### src/rtl/tc0480scp_rom_server.sv
// rtl/tc0480scp_rom_server.sv - Toggle-handshake ROM responder with burst memory fetch and last-word cache
// Serves 64-bit words to the TC0480SCP tile fetcher; repeat fetches of the same word skip memory.
module tc0480scp_rom_server #(
  parameter int                ADDR_W    = 27,
  parameter int                DATA_W    = 32,
  parameter logic [ADDR_W-1:0] BASE_ADDR = '0,
  parameter bit                CACHE_EN  = 1'b1
) (
  input  logic              clk,
  input  logic              reset,
  input  logic [22:0]       rom_address,
  input  logic              rom_req,
  output logic              rom_ack,
  output logic [63:0]       rom_data,
  input  logic              flush,
  output logic              mem_req,
  output logic [ADDR_W-1:0] mem_addr,
  input  logic              mem_gnt,
  input  logic [DATA_W-1:0] mem_rdata,
  input  logic              mem_rvalid,
  output logic              busy
);

  localparam int         BEATS = 64 / DATA_W;
  localparam logic [2:0] LAST  = 3'(BEATS - 1);

  typedef enum logic [1:0] {IDLE, REQ, DATA, DONE} state_t;

  state_t            state;
  logic [19:0]       addr;
  logic [19:0]       tag;
  logic [63:0]       cache_data;
  logic [63:0]       fill;
  logic              valid;
  logic              flush_seen;
  logic [2:0]        beat;
  logic              pending;
  logic              hit;
  logic [ADDR_W-1:0] req_addr;
  logic              unused_low_bits;

  assign pending         = rom_req != rom_ack;
  assign hit             = CACHE_EN && valid && (tag == rom_address[22:3]) && !flush;
  assign req_addr        = BASE_ADDR + ADDR_W'({rom_address[22:3], 3'b000});
  assign unused_low_bits = ^rom_address[2:0];

  always_ff @(posedge clk) begin
    if (reset) begin
      state      <= IDLE;
      rom_ack    <= 1'b0;
      rom_data   <= '0;
      mem_req    <= 1'b0;
      mem_addr   <= '0;
      busy       <= 1'b0;
      valid      <= 1'b0;
      tag        <= '0;
      cache_data <= '0;
      fill       <= '0;
      addr       <= '0;
      beat       <= '0;
      flush_seen <= 1'b0;
    end else begin
      if (flush) valid <= 1'b0;
      unique case (state)
        IDLE: begin
          if (pending) begin
            addr <= rom_address[22:3];
            if (hit) begin
              rom_data <= cache_data;
              rom_ack  <= rom_req;
            end else begin
              state      <= REQ;
              mem_req    <= 1'b1;
              mem_addr   <= req_addr;
              busy       <= 1'b1;
              beat       <= '0;
              flush_seen <= 1'b0;
            end
          end
        end
        REQ: begin
          if (flush) flush_seen <= 1'b1;
          if (mem_gnt) begin
            mem_req <= 1'b0;
            // A beat arriving with the grant is beat 0.
            if (mem_rvalid) begin
              fill[DATA_W-1:0] <= mem_rdata;
              beat             <= 3'd1;
              state            <= (LAST == 3'd0) ? DONE : DATA;
            end else begin
              state <= DATA;
            end
          end
        end
        DATA: begin
          if (flush) flush_seen <= 1'b1;
          if (mem_rvalid) begin
            for (int k = 0; k < BEATS; k++) begin
              if (beat == 3'(k)) fill[k*DATA_W +: DATA_W] <= mem_rdata;
            end
            beat <= beat + 3'd1;
            if (beat == LAST) state <= DONE;
          end
        end
        DONE: begin
          rom_data <= fill;
          rom_ack  <= rom_req;
          busy     <= 1'b0;
          state    <= IDLE;
          if (CACHE_EN) begin
            tag        <= addr;
            cache_data <= fill;
            // A flush during the miss means the fetched word may already be stale.
            valid      <= !(flush_seen || flush);
          end
        end
        default: state <= IDLE;
      endcase
    end
  end

endmodule
### config.mk
export PLATFORM = sky130hd
export DESIGN_NAME = tc0480scp_rom_server
export DESIGN_NICKNAME = d
export VERILOG_FILES = /design/src/rtl/tc0480scp_rom_server.sv
export SDC_FILE = /design/constraint.sdc
export NUM_CORES = 1
export LEC_CHECK = 0
export ABC_AREA = 1
export CAP_MARGIN = 5
export CORE_MARGIN = 5
export CORE_UTILIZATION = 56
export CTS_CLUSTER_SIZE = 30
export DETAILED_ROUTE_END_ITERATION = 10
export PLACE_DENSITY = 0.89
export SYNTH_ARGS = -nofsm -noshare
export SYNTH_HDL_FRONTEND = slang
export SYNTH_SLANG_ARGS = --single-unit
### constraint.sdc
create_clock -name clk -period 4.1 [get_ports clk]
set_input_delay 0.41 -clock clk [delete_from_list [all_inputs] [get_ports clk]]
set_output_delay 0.41 -clock clk [all_outputs]
set_load 0.05 [all_outputs]
==> results.sh, run 1 <==
export IMPL_wl_per_cell_um=14.3
export IMPL_synth_cells=1552
export IMPL_post_cts_buffers=0
export IMPL_grt_usage_pct=24.0
export IMPL_fmax_mhz=414
export IMPL_setup_violations=0
export IMPL_crit_path_start_kind="input pin"
export IMPL_dieArea_um2=22700
export IMPL_nNetsFinal=1705
export IMPL_status="finished clean"
export IMPL_ant_nets=0
export IMPL_hpwlAfterDp_um=17900
export IMPL_avgSynthCellArea_um2=7.13
export IMPL_seqCellArea_um2=5250
export IMPL_fillers=1521
export IMPL_synth_cell_type_count=28
export IMPL_report_final_slew_viol_count=0
export IMPL_wirelength_um=27400
export IMPL_ys_warnings_count=0
export IMPL_cts_sinks=262
export IMPL_die_y_um=151
export IMPL_cts_max_level=1
export IMPL_path_clk_slew_ns=0.06
export IMPL_holdWs_ns=0.450
export IMPL_drive_above_1_share_pct=8.82
export IMPL_finalCriticalPeriod_ns=2.42
export IMPL_rsz0062_at_grt="no"
export IMPL_r2r_cells=8
export IMPL_p_per_area_nw_per_um2=609
export IMPL_initial_core_util_pct=56.9
export IMPL_worst_pin_slew_ns=1.06
export IMPL_skew_ns=0.0144
export IMPL_via_per_inst=5.15
export IMPL_clk_latency_ns=0.52
export IMPL_antenna_cells=0
export IMPL_grt_overflow_total=0
export IMPL_critical_path_required_ns=4.51
export IMPL_io_pins=155
export IMPL_syn_area_um2=11100
export IMPL_cap_violations=0
export IMPL_port_buffers=144
export IMPL_multiInputGateArea_um2=4560
export IMPL_drtIter0Drc=749
export IMPL_drc=0
export IMPL_ctsHoldBuffers=0
export IMPL_path_class="in2reg"
export IMPL_antenna_found_initial=0
export IMPL_ys_ff_latch=262
export IMPL_grt_max_degree=120
export IMPL_peakVddDrop_uv=511
export IMPL_hold_depth=2
export IMPL_cp_max_fo=48
export IMPL_hp_class="reg2reg"
export IMPL_crit_path_end_kind="register"
export IMPL_max_slew_margin_pct=29.1
export IMPL_ys_seq_area_share_pct=47.4
export IMPL_ctsLongestPathBuffers=3
export IMPL_area_delta_synth_final_pct=21.5
export IMPL_design_power_total_mw=8.19
export IMPL_num_vias=9898
export IMPL_arrival_ns=2.82
export IMPL_root_buffer="clkbuf_16"
export IMPL_drt_pre_antenna_iters=5
export IMPL_period_share_pct=58.9
export IMPL_finalHoldViolCount=0
export IMPL_post_cts_resized=0
export IMPL_grt_pass1_vias=9295
export IMPL_num_rows=51
export IMPL_cts_made_buffers=26
export IMPL_core_um2=19500
export IMPL_die_w_um=151
export IMPL_grt_pass1_wl_um=44600
export IMPL_r2r_slack_ns=1.69
export IMPL_place_gp_congestion=0.862
export IMPL_p_leak_nw=6.44
export IMPL_setup_tns_final_ns=0
export IMPL_cts_tree="done"
-- layout make-up --
cell class | count | area share, %
sequential | 262 | 39.0
multi-input combinational | 966 | 33.9
timing repair buffer | 154 | 11.5
inverter | 227 | 6.35
clock buffer | 37 | 5.67
tap | 265 | 2.47
clock inverter | 10 | 1.12
-- critical path, cell delays in order --
cell	delay (ns)
clkdlybuf4s50_1	0.55
inv_2	0.05
nand2_1	0.08
nand2_1	0.06
nor2_1	0.11
nand2_1	0.07
nor2_1	0.23
nand4_4	0.54
buf_12	0.43
a21oi_1	0.19
nor2_1	0.09
-- path summary, 6_finish.rpt --
check / startpoint / end
max reg2reg: state[0] / rom_data[40]
min: addr[14] / tag[14]
max: rom_address[11] / rom_data[2]
min reg2reg: addr[14] / tag[14]
-- synth_stat cells --
library cell	instances	area share, %
buf_6	5	0.51
xnor2_1	2	0.16
a211oi_1	1	0.068
buf_4	7	0.47
clkbuf_1	53	1.8
ha_1	7	0.79
nand2_1	235	8.0
buf_2	19	0.86
nand3_1	49	2.2
inv_2	13	0.44
nand2_2	1	0.057
nand4_1	3	0.17
buf_1	19	0.64
nor2_2	1	0.057
nand3_2	41	3.7
dfxtp_1	262	47
o31ai_1	1	0.068
nor2_1	274	9.3
a21oi_1	144	6.5
nor3_1	1	0.045
inv_1	214	7.3
or2_2	32	1.8
conb_1	1	0.034
o211ai_1	3	0.20
o21ai_1	8	0.36
xor2_1	1	0.079
o21ai_0	154	7.0
nand4_2	1	0.11
-- stage by stage --
step | worst slack, ns | cells | util, % | area, µm²
2_1_floorplan | 2.31 | 1558 | - | 11100
3_3_place_gp | 1.22 | 1874 | 64.4 | 12500
3_5_place_dp | 1.19 | 1874 | 64.4 | 12500
4_1_cts | 1.67 | 1921 | 69.1 | 13400
5_1_grt | 1.41 | 1921 | 69.1 | 13400
6_report | 1.68 | 1921 | 69.1 | 13400
-- power breakdown --
part           internal (mW)  switching [mW]  total [mW]
logic                  0.815            1.61        2.42
clock network           1.54           0.976        2.52
registers               3.03           0.223        3.25
-- metal layers --
layer / track usage (%) / part of all wire, % / vias to the layer above
met3: 5.12 / 8.4 / 69
met2: 40.1 / 47 / 343
met1: 30.6 / 41 / 4527
met5: 0 / 0 / -
li1: - / - / 4959
met4: 8.88 / 3.4 / 0
-- logic make-up (layout without fill, tap and decap cells) --
family,Yosys count,after routing,synth area share [%]
AO/OA/AOI/OAI,311,311,14.2
XOR/XNOR,3,3,0.237
adder cells (fa/ha/maj),7,7,0.791
buffers and inverters,330,428,12.0
flip-flops,262,262,47.4
other,1,7,0.0339
AND/OR/NAND/NOR,638,638,25.4
-- flip-flops by register name (all words and copies together) (netlist names) --
signal and flops:
rom_data 64, mem_req 1, state 2, valid 1, cache_data 64, fill 64
mem_addr 20, addr 20, rom_ack 1, busy 1, tag 20, beat 3
flush_seen 1
-- cells in the final DEF, fill, tap and decap left out, types with 3 or more instances in the layout --
cell / n
dfxtp_1: 262
inv_1: 213
clkbuf_1: 5
conb_1: 7
ha_1: 6
a21oi_1: 144
nand3_1: 49
clkinv_2: 6
nand3_2: 41
nand2_1: 233
bufinv_16: 4
nor2_1: 274
buf_4: 7
buf_12: 3
clkdlybuf4s50_1: 143
clkbuf_8: 5
o21ai_0: 154
inv_2: 13
or2_2: 32
clkbuf_16: 27
nand4_1: 3
o21ai_1: 8
o211ai_1: 3
No activity file was read; power rests on OpenSTA's default activity.
==> run 2: changes to the inputs <==
Settings changed: CORE_UTILIZATION 56 to 49, PLACE_DENSITY 0.89 to 0.84.
Clock period 4.1 ns to 2.1 ns, I/O delays scaled along.
==> run 2 against run 1 <==
  * Total power rose by 100%
  * Register-to-register slack worse by 1.6 ns
  * Combinational power increased by 100%
  * Count of clock-buffer cells in the layout grew 4
  * Routed wire length is 2.7% higher
  * Sequential share of layout area down 0.94 points
  * Critical path depth shrank 10
  * Die area up 13%
  * Worst setup slack worse by 1.6 ns
  * Via count is 0.94% higher
  * Critical endpoint is now rom_data[6]
  * Hold slack got worse by 0.38 ns
==> results.sh, run 2 (synthesized netlist as in run 1, its figures left out) <==
export IMPL_hold_depth=4
export IMPL_layout_common_cells="274 x nor2_1, 262 x dfxtp_1, 233 x nand2_1, 212 x inv_1, 154 x o21ai_0"
export IMPL_arrival_ns=1.78
export IMPL_setup_tns_final_ns=0
export IMPL_drtIter0Drc=685
export IMPL_fmax_mhz=501
export IMPL_peakVddDrop_uv=1040
export IMPL_initial_core_util_pct=49.4
export IMPL_crit_path_end_kind="output pin"
export IMPL_grt_overflow_total=0
export IMPL_cp_slowest_stage_delay_ns=0.84
export IMPL_drt_pre_antenna_iters=7
export IMPL_rr_endpoint="rom_data[25]"
export IMPL_cts_tree="done"
export IMPL_die_y_um=160
export IMPL_ant_nets=0
export IMPL_cap_violations=0
export IMPL_die_w_um=160
export IMPL_ctsLongestPathBuffers=3
export IMPL_fillers=1915
export IMPL_port_buffers=144
export IMPL_drc=0
export IMPL_hp_class="in2reg"
export IMPL_root_buffer="clkbuf_16"
export IMPL_crit_path_start_kind="register"
export IMPL_final_common_cell="nor2_1"
export IMPL_num_vias=9991
export IMPL_critical_path_top_delay_family="buffers and inverters"
export IMPL_hold_start="reset"
export IMPL_hpwlAfterDp_um=18600
export IMPL_cts_max_level=1
export IMPL_grt_pass1_vias=9571
export IMPL_cp_max_fo=2
export IMPL_r2r_slack_ns=0.12
export IMPL_wirelength_um=28100
export IMPL_io_pins=155
export IMPL_antenna_cells=0
export IMPL_drive_above_1_share_pct=10.1
export IMPL_grt_pass1_wl_um=45600
export IMPL_worstReg2RegStart="state[0]"
export IMPL_reg_top3="cache_data (64), fill (64), rom_data (64)"
export IMPL_cp_slowest_cell="clkdlybuf4s50_1"
export IMPL_r2r_cells=8
export IMPL_grt_usage_pct=20.8
export IMPL_finalHoldViolCount=0
export IMPL_report_final_slew_viol_count=0
export IMPL_crit_chain="clkdlybuf4s50_1"
export IMPL_grt_max_degree=80
export IMPL_holdPathEnd="rom_data[8]"
export IMPL_p_leak_nw=6.58
export IMPL_area_delta_synth_final_pct=24.5
export IMPL_via_per_inst=5.09
export IMPL_finalCriticalPeriod_ns=1.99
export IMPL_p_per_area_nw_per_um2=1190
export IMPL_cp_num_buf_inv=1
export IMPL_critical_path_required_ns=1.89
export IMPL_max_slew_margin_pct=38.4
export IMPL_wl_per_cell_um=14.3
export IMPL_cp_depth=1
export IMPL_path_clk_slew_ns=0.06
export IMPL_clk_latency_ns=0.54
export IMPL_num_rows=55
export IMPL_cts_made_buffers=27
export IMPL_path_class="reg2out"
export IMPL_place_gp_congestion=0.862
export IMPL_status="finished clean"
export IMPL_skew_ns=0.0148
export IMPL_antenna_found_initial=0
export IMPL_period_share_pct=95.0
export IMPL_design_power_total_mw=16.4
export IMPL_setup_violations=0
export IMPL_worst_pin_slew_ns=0.925
export IMPL_nNetsFinal=1726
export IMPL_dieArea_um2=25700
export IMPL_cts_sinks=262
export IMPL_ctsHoldBuffers=0
export IMPL_core_um2=22400
-- run 2: cell types whose count changed in the layout (fill, tap and decap cells not counted), moves of 2 or more --
cell / delta
buf_4: +12
clkbuf_8: +2
clkinv_2: -4
clkbuf_1: +2
buf_12: +8
-- run 2: final cells by class --
class,count,area (µm²),share of cell area [%]
Clock buffer,41,798,5.79
Clock inverter,8,159,1.15
Inverter,227,861,6.25
Multi-Input combinational cell,966,4560,33.1
Sequential cell,262,5250,38.1
Tap cell,285,357,2.59
Timing Repair Buffer,174,1800,13.1
-- run 2: repair_timing --
| item | in CTS | in global routing |
|---|---|---|
| gates resized for setup | 1 | 4 |
| setup buffers | 0 | 2 |
| endpoints found under the setup margin | 3 | 23 |
-- run 2: metal layers --
layer | wire length (µm) | track usage [%] | part of all wire, % | up-vias
li1 | - | - | - | 5011
met4 | 866 | 7.16 | 3.1 | 0
met3 | 2220 | 4.85 | 7.9 | 71
met5 | 0 | 0 | 0 | -
met2 | 13200 | 35.2 | 47 | 328
met1 | 11900 | 26.3 | 42 | 4581
-- run 2: worst max-delay path by stage --
stage	startpoint	to	slack [ns]
CTS	rom_data[6]	rom_data[6]	0.08
global route	state[1]	beat[0]	-0.0003
detailed placement	rom_address[9]	rom_data[7]	-0.11
finish	rom_data[6]	rom_data[6]	0.11
floorplan	rom_ack	rom_ack	0.31
global placement	rom_address[9]	rom_data[7]	-0.04
-- run 2: power breakdown --
group	leakage [nW]	internal, mW	total (mW)	switching, mW
combinational	3.98	1.71	4.91	3.21
sequential	2.13	5.92	6.35	0.435
clock	0.470	3.12	5.11	1.99
-- run 2: metrics by stage --
step	cells	hold WS [ns]	utilization [%]	setup WS (ns)	cell area, µm²
5_1_grt	1963	0.0763	61.4	-0.000299	13800
6_report	1963	0.0721	61.4	0.106	13800
3_3_place_gp	1912	0.422	57.0	-0.0402	12800
4_1_cts	1961	0.0538	61.3	0.0771	13800
2_1_floorplan	1558	0.338	-	0.306	11100
3_5_place_dp	1912	0.423	57.0	-0.108	12800
